$ cat config.mk
export PLATFORM = sky130hd
export DESIGN_NAME = display_scan_controller
export DESIGN_NICKNAME = d
export VERILOG_FILES = /design/src/rtl/display_scan_controller.sv
export SDC_FILE = /design/constraint.sdc
export NUM_CORES = 1
export LEC_CHECK = 0
export CAP_MARGIN = 20
export CORE_ASPECT_RATIO = 1.4
export CORE_MARGIN = 8
export CORE_UTILIZATION = 40
export CTS_BUF_LIST = sky130_fd_sc_hd__clkbuf_8
export DETAILED_ROUTE_END_ITERATION = 8
export PLACE_DENSITY_LB_ADDON = 0.15
export REMOVE_ABC_BUFFERS = 1
export SETUP_SLACK_MARGIN = 0.3
export SLEW_MARGIN = 10
export SYNTH_ARGS = -nofsm -noshare
export SYNTH_HDL_FRONTEND = slang
export SYNTH_SLANG_ARGS = --single-unit
$ cat constraint.sdc
create_clock -name clk -period 2.3 [get_ports clk]
set_input_delay 0.46 -clock clk [delete_from_list [all_inputs] [get_ports clk]]
set_output_delay 0.46 -clock clk [all_outputs]
set_load 0.005 [all_outputs]
$ cat src/rtl/display_scan_controller.sv
// Digit scan and minutes/seconds edit controller for a 4-digit multiplexed
// 7-segment stopwatch display (MM:SS), with an edit-mode inactivity timeout.
module display_scan_controller #(
  parameter int REFRESH_DIV = 25000,
  parameter int TIMEOUT_S   = 10
) (
  input  logic        clk,
  input  logic        rst_n,
  input  logic [15:0] digits,
  input  logic        clk_1hz,
  input  logic        mode_btn,
  input  logic        inc_btn,
  output logic [3:0]  anode_sel,
  output logic        blink,
  output logic [3:0]  digit_bcd,
  output logic        dp_n,
  output logic        edit_active,
  output logic        inc_min,
  output logic        inc_sec
);

  localparam int              PRE_W       = $clog2(REFRESH_DIV);
  localparam logic [PRE_W-1:0] PRE_LAST    = PRE_W'(REFRESH_DIV - 1);
  localparam logic [7:0]       TIMEOUT_LIM = 8'(TIMEOUT_S);

  typedef enum logic [1:0] {RUN, EDIT_MIN, EDIT_SEC} state_t;

  state_t           r_state;
  logic [PRE_W-1:0] r_prescaler;
  logic [1:0]       r_idx;
  logic [1:0]       r_idx_d;
  logic [7:0]       r_timeout;
  logic             r_clk_1hz_last;

  logic       w_rise;
  logic       w_timed_out;
  logic [7:0] w_timeout_inc;
  logic [3:0] w_digit;

  assign w_rise        = clk_1hz & ~r_clk_1hz_last;
  assign w_timed_out   = (r_timeout == TIMEOUT_LIM);
  assign w_timeout_inc = r_timeout + {7'd0, w_rise};

  // NOTE: every branch writes w_digit, so no latch is inferred.
  always_comb begin
    case (r_idx_d)
      2'd0:    w_digit = digits[3:0];
      2'd1:    w_digit = digits[7:4];
      2'd2:    w_digit = digits[11:8];
      default: w_digit = digits[15:12];
    endcase
  end

  // Scan path: digit_bcd/dp_n use the one-cycle-old index so they line up
  // with the downstream blanking stage's registered anode.
  // NOTE: sequential state uses non-blocking assignments only; the reset is
  // synchronous, sampled on the clock edge like any other input.
  always_ff @(posedge clk) begin
    if (!rst_n) begin
      r_prescaler    <= '0;
      r_idx          <= 2'd0;
      r_idx_d        <= 2'd0;
      r_clk_1hz_last <= 1'b0;
      anode_sel      <= 4'b1111;
      digit_bcd      <= 4'd0;
      dp_n           <= 1'b1;
    end else begin
      r_clk_1hz_last <= clk_1hz;
      r_idx_d        <= r_idx;
      anode_sel      <= ~(4'b0001 << r_idx);
      digit_bcd      <= w_digit;
      dp_n           <= (r_idx_d != 2'd2);
      if (r_prescaler == PRE_LAST) begin
        r_prescaler <= '0;
        r_idx       <= r_idx + 2'd1;
      end else begin
        r_prescaler <= r_prescaler + 1'b1;
      end
    end
  end

  // Edit FSM; blink and edit_active are computed from the next state so they
  // follow a mode_btn press with a single cycle of latency.
  always_ff @(posedge clk) begin
    if (!rst_n) begin
      r_state     <= RUN;
      r_timeout   <= 8'd0;
      edit_active <= 1'b0;
      blink       <= 1'b0;
      inc_min     <= 1'b0;
      inc_sec     <= 1'b0;
    end else begin
      inc_min <= 1'b0;
      inc_sec <= 1'b0;
      case (r_state)
        EDIT_MIN: begin
          if (mode_btn) begin
            r_state   <= EDIT_SEC;
            r_timeout <= 8'd0;
            blink     <= ~r_idx[1];
          end else if (inc_btn) begin
            inc_min   <= 1'b1;
            r_timeout <= 8'd0;
            blink     <= r_idx[1];
          end else if (w_timed_out) begin
            r_state     <= RUN;
            r_timeout   <= 8'd0;
            edit_active <= 1'b0;
            blink       <= 1'b0;
          end else begin
            r_timeout <= w_timeout_inc;
            blink     <= r_idx[1];
          end
        end
        EDIT_SEC: begin
          if (mode_btn) begin
            r_state     <= RUN;
            r_timeout   <= 8'd0;
            edit_active <= 1'b0;
            blink       <= 1'b0;
          end else if (inc_btn) begin
            inc_sec   <= 1'b1;
            r_timeout <= 8'd0;
            blink     <= ~r_idx[1];
          end else if (w_timed_out) begin
            r_state     <= RUN;
            r_timeout   <= 8'd0;
            edit_active <= 1'b0;
            blink       <= 1'b0;
          end else begin
            r_timeout <= w_timeout_inc;
            blink     <= ~r_idx[1];
          end
        end
        default: begin
          r_timeout <= 8'd0;
          if (mode_btn) begin
            r_state     <= EDIT_MIN;
            edit_active <= 1'b1;
            blink       <= r_idx[1];
          end else begin
            r_state     <= RUN;
            edit_active <= 1'b0;
            blink       <= 1'b0;
          end
        end
      endcase
    end
  end

endmodule

Word-level counts from Yosys, hierarchy flattened. Cells that the tools add are included.

Reductions and logical operators: 6. Bitwise logic cells: 6. Shifts and indexed selects: 1. Muxes and demuxes: 23. Equality and inequality tests: 8. Add/subtract/negate cells: 3.

Operators by type and width (count): adder 15 x 1 -> 15 bit (second input constant) (1); == test 15 bit (second input constant) (1); 2-to-1 mux 1 bit (15); one-hot mux 4 bit (3 select lines) (1); adder 8 x 1 -> 8 bit (1); == test 8 x 4 -> 1 bit (second input constant) (1); 2-to-1 mux 2 bit (4); OR reduction 5 bit (1); == test 2 x 1 -> 1 bit (second input constant) (2); == test 2 bit (second input constant) (2); inequality test 2 bit (second input constant) (2); inverter 1 bit (4); inverter 4 bit (1); one-hot mux 1 bit (2 select lines) (2); one-hot mux 2 bit (2 select lines) (1); AND reduction 2 bit (2); OR reduction 2 bit (2); << shifter 1 x 2 -> 4 bit (first input constant) (1); adder 2 x 1 -> 2 bit (second input constant) (1); logical NOT 2 bit (1); AND 1 bit (1).

Register bits after elaboration: 43. Bits of input ports: 21.

Depth between registers and ports, before layout. Gate-level depths: netlist of run 1.

Word-level depth: 5. Depth in mapped cells: 7. Gate-level depth less buffers: 7.

Worst setup path before layout of run 1. No wires, ideal clock.

Kind: flip-flop to flip-flop. Start point: reg r_prescaler[4]. End point: reg r_idx[0]. Library setup time: 0.115 ns. Arrival time: 1.704 ns. Path slack: 0.481 ns. Stages on the path, launching flop included: 6. Path through: dfxtp_1 -> or4_1 -> or4_1 -> buf_2 -> xnor2_1 -> and2_1.

Longest elaborated chain between the ends: 1.

RTL lines: start: declaration (line 29) `logic [PRE_W-1:0] r_prescaler;`; start signal: assignment (line 77) `r_prescaler <= r_prescaler + 1'b1;`; == test 15 bit (line 73) `if (r_prescaler == PRE_LAST) begin`; end signal: assignment (line 75) `r_idx <= r_idx + 2'd1;`; end: declaration (line 30) `logic [1:0] r_idx;`.

No other way between the ends. A chain may end at the register's enable or synchronous reset.

Worst setup path after layout of run 1. Ends and elaborated chain as after synthesis.

==> results of run 1 <==
-- per-stage QoR --
stage                     cells  utilization (%)  instance area (um2)
after global placement      282            49.81                 2241
after global routing        290            51.89                 2335
final                       290            51.89                 2335
after floorplan             185                -                 1818
after CTS                   290            51.78                 2330
after detailed placement    282            49.81                 2241
-- worst paths after layout --
path         cells after the start  slack [ps]             end           start
min                              1         450  r_prescaler[0]  r_prescaler[0]
max                              4         330        r_idx[0]  r_prescaler[4]
min reg2reg                      1         450  r_prescaler[0]  r_prescaler[0]
max reg2reg                      4         330        r_idx[0]  r_prescaler[4]
-- state kept, by name (all words and copies together) (netlist names) --
| register | flops |
|---|---|
| r_prescaler | 15 |
| r_timeout | 8 |
| anode_sel | 4 |
| digit_bcd | 4 |
| r_idx | 2 |
| r_idx_d | 2 |
| r_state | 2 |
| blink | 1 |
| dp_n | 1 |
| edit_active | 1 |
| inc_min | 1 |
| inc_sec | 1 |
| r_clk_1hz_last | 1 |
-- cell usage after synthesis (2+ instances only) --
cell type / n
mux2_2: 2
nor3_1: 6
nor2b_1: 2
and3_1: 3
a21oi_1: 4
nor2_1: 23
nand3_1: 6
or4_1: 4
nand2_1: 15
inv_1: 9
ha_1: 9
o21ai_0: 2
and2_1: 10
nand2b_1: 2
nor4_1: 4
nand4_1: 2
clkbuf_1: 3
o31ai_1: 2
mux4_2: 4
dfxtp_1: 43
nor3b_1: 3
xor2_1: 4
xnor2_1: 15
-- cells by family after synthesis --
| kind of cell | after synthesis | share of synthesized area (%) |
|---|---|---|
| adders and majority gates | 9 | 6.102 |
| and+or+nand+nor | 86 | 24.41 |
| AOI/OAI and AO/OA | 12 | 3.864 |
| buffers and inverters | 14 | 3.322 |
| muxes | 7 | 6.644 |
| xor gates and xnor gates | 19 | 9.017 |
| DFF | 43 | 46.64 |
-- power groups by stage --
| stage | clock, mW | combinational [mW] | sequential, mW |
|---|---|---|---|
| after floorplan | 0 | 0.0361 | 0.781 |
| after detailed placement | 0 | 0.101 | 0.782 |
| after CTS | 0.492 | 0.101 | 0.764 |
| after global routing | 0.521 | 0.110 | 0.766 |
| final | 0.474 | 0.0995 | 0.764 |
| after global placement | 0 | 0.0999 | 0.782 |
-- worst register-to-register path: cells and delay by family, from the launching register on --
kind             cells  cell delay, ps
AND/OR/NAND/NOR      3            1340
flip-flops           1             350
XOR/XNOR             1             180
-- timing repair --
item,in CTS,in global routing
endpoints found under the setup margin,0,12
hold endpoints to repair,0,0
setup buffers,0,0
gates resized for setup,0,1
-- layer usage --
| layer | vias to the layer above | routed length [um] | share of wire, % | track usage (%) |
|---|---|---|---|---|
| met5 | - | 0 | 0 | 0 |
| met4 | 0 | 82 | 2.3 | 6.856 |
| met3 | 9 | 85 | 2.4 | 2.789 |
| met2 | 16 | 2082 | 58 | 21.62 |
| met1 | 646 | 1334 | 37 | 11.42 |
| li1 | 715 | - | - | - |
-- placed cells by master, fill, tap and decap left out, types with 4 or more instances in the layout --
cell type        instances
a21oi_1                  4
and2_1                  10
clkbuf_8                 5
clkdlybuf4s50_1         33
dfxtp_1                 43
ha_1                     9
inv_1                    9
mux4_2                   4
nand2_1                 15
nand3_1                  6
nor2_1                  23
nor3_1                   6
nor4_1                   4
or4_1                    4
xnor2_1                 15
xor2_1                   4
-- layout make-up --
type / count / area share, %
Timing Repair Buffer: 35 / 14.79
Inverter: 9 / 1.447
Clock inverter: 3 / 0.8574
Clock buffer: 5 / 2.947
Multi-Input combinational cell: 133 / 39.76
Sequential cell: 43 / 36.87
Tap cell: 62 / 3.323
==> results.yml, run 1 <==
clock_network:
  cts_max_level: 2
  cts.sinks: 43
  worstSkewPairLatency_ps: 290
  cts-root-buf: "clkbuf_8"
  cts_hold_buf: 0
  cts_tree: "done"
  clkTransAtPathRegs_ps: 90
  cts_made_buffers: 5
  clockBufferDepth: 2
place:
  pre_cts_ws_ps: 218.2
  hpwl_um: 2752
  port_buffers: 33
  gp_congestion: 0.7996
timing:
  rsz0062_at_grt: "yes"
  fin_crit_sh_pct: 85.67
  hold_slack_ps: 450.4
  slew_violations: 0
  worst-slew-pin-transition_ps: 564.9
  fin_skew_ps: 8.227
  maxSlewHeadroom_pct: 62.09
  max_freq_mhz: 507.5
  finalSetupTns_ps: 0
  hold_viol: 0
  fin_crit_ps: 1970
  fin_ws_ps: 329.6
  setup_viol: 0
route:
  finalWirelength_um: 3584
  viasPerCell: 4.779
  route.detailed.drc: 0
  ant_nets: 0
  drt_iter0_drc: 83
  dr.pass1.iters: 4
  vias: 1386
  wl_per_cell_um: 12.36
yosys:
  yosys.area.top_type: "dfxtp_1"
  yosys-top-cells-area: "dfxtp_1 47%, xnor2_1 7.1%, ha_1 6.1%"
  synth_seq_cells: 43
  yosysWarnings: 0
  synth_edf_count: 0
  synthesis.area_um2: 1846
  synth_cells: 190
  syn_area_per_cell_um2: 9.713
  ys.flop_type: "dfxtp_1"
  synth-async-reset-ratio_pct: 0
  ys_types: 36
  ys_seq_area_share_pct: 46.64
  synth_top_area_share_pct: 46.64
power:
  intPower_mw: 1.033
  design_power_total_mw: 1.338
  clockPowerShare_pct: 35.4
  max-vdd-ir-drop_mv: 0.2656
  p_sw_share_pct: 22.80
  powerDensity_nw_per_um2: 573.0
  power_frac_seq_pct: 57.1
  p_leak_nw: 0.8280
  power_frac_comb_pct: 7.4
  p_switching_mw: 0.3050
setup_path:
  worstSetupPathType: "register to register"
  crit_chain: "or4_1, or4_1, xnor2_1, and2_1"
  worstPathRequired_ps: 2500
  path_delay_family: "simple AND/OR/NAND/NOR gates"
  startpoint_type: "register"
  critPathCaptureType: "register"
  crit_path_max_incr_delay_ps: 670
  arrival_ps: 2170
  worst_path_most_repeated_cell: "or4_1"
  slowest_stage: "or4_1"
  cp.buffers_inverters: 0
  cp_max_fo: 5
status:
  outcome: "finished, final reports clean"
global_route:
  grt_usage_pct: 11.63
  grt_pass1_wl_um: 6327
  grt_pass1_vias: 1404
  grt_antenna_before_repair: 0
  overflow: 0
  grt_max_degree: 23
die:
  initial_core_util_pct: 41.02
  die_w_um: 73.41
  coreArea_um2: 4499
  std_cell_rows: 29
  dieArea_um2: 7074
  fp.dieH_um: 96.37
  ioPinCount: 34
finish:
  regArea_um2: 860.8
  antenna_cells: 0
  syn_to_final_growth_pct: 26.51
  fill_cells: 442
  drive_above_1_share_pct: 8.333
  multiInputGateArea_um2: 928.4
  layout.nets: 257
hold_path:
  hp-class: "register to register"
flow_run:
  cap_violations: 0
(Power assumes the default switching activity.)
==> run 2: changes to the inputs <==
--- a/config.mk
+++ b/config.mk
@@ -5,7 +5,6 @@
 export SDC_FILE = /design/constraint.sdc
 export NUM_CORES = 1
 export LEC_CHECK = 0
-export CAP_MARGIN = 20
 export CORE_ASPECT_RATIO = 1.4
 export CORE_MARGIN = 8
 export CORE_UTILIZATION = 40
==> results of run 2 <==
Final layout, timing and power as in run 1 (identical DEF).
==> run 3: changes to the inputs <==
--- a/config.mk
+++ b/config.mk
@@ -10,6 +10,7 @@
 export CORE_UTILIZATION = 40
 export CTS_BUF_LIST = sky130_fd_sc_hd__clkbuf_8
 export DETAILED_ROUTE_END_ITERATION = 8
+export GPL_ROUTABILITY_DRIVEN = 0
 export PLACE_DENSITY_LB_ADDON = 0.15
 export REMOVE_ABC_BUFFERS = 1
 export SETUP_SLACK_MARGIN = 0.3
==> results of run 3 <==
Final layout, timing and power as in run 1 (identical DEF).
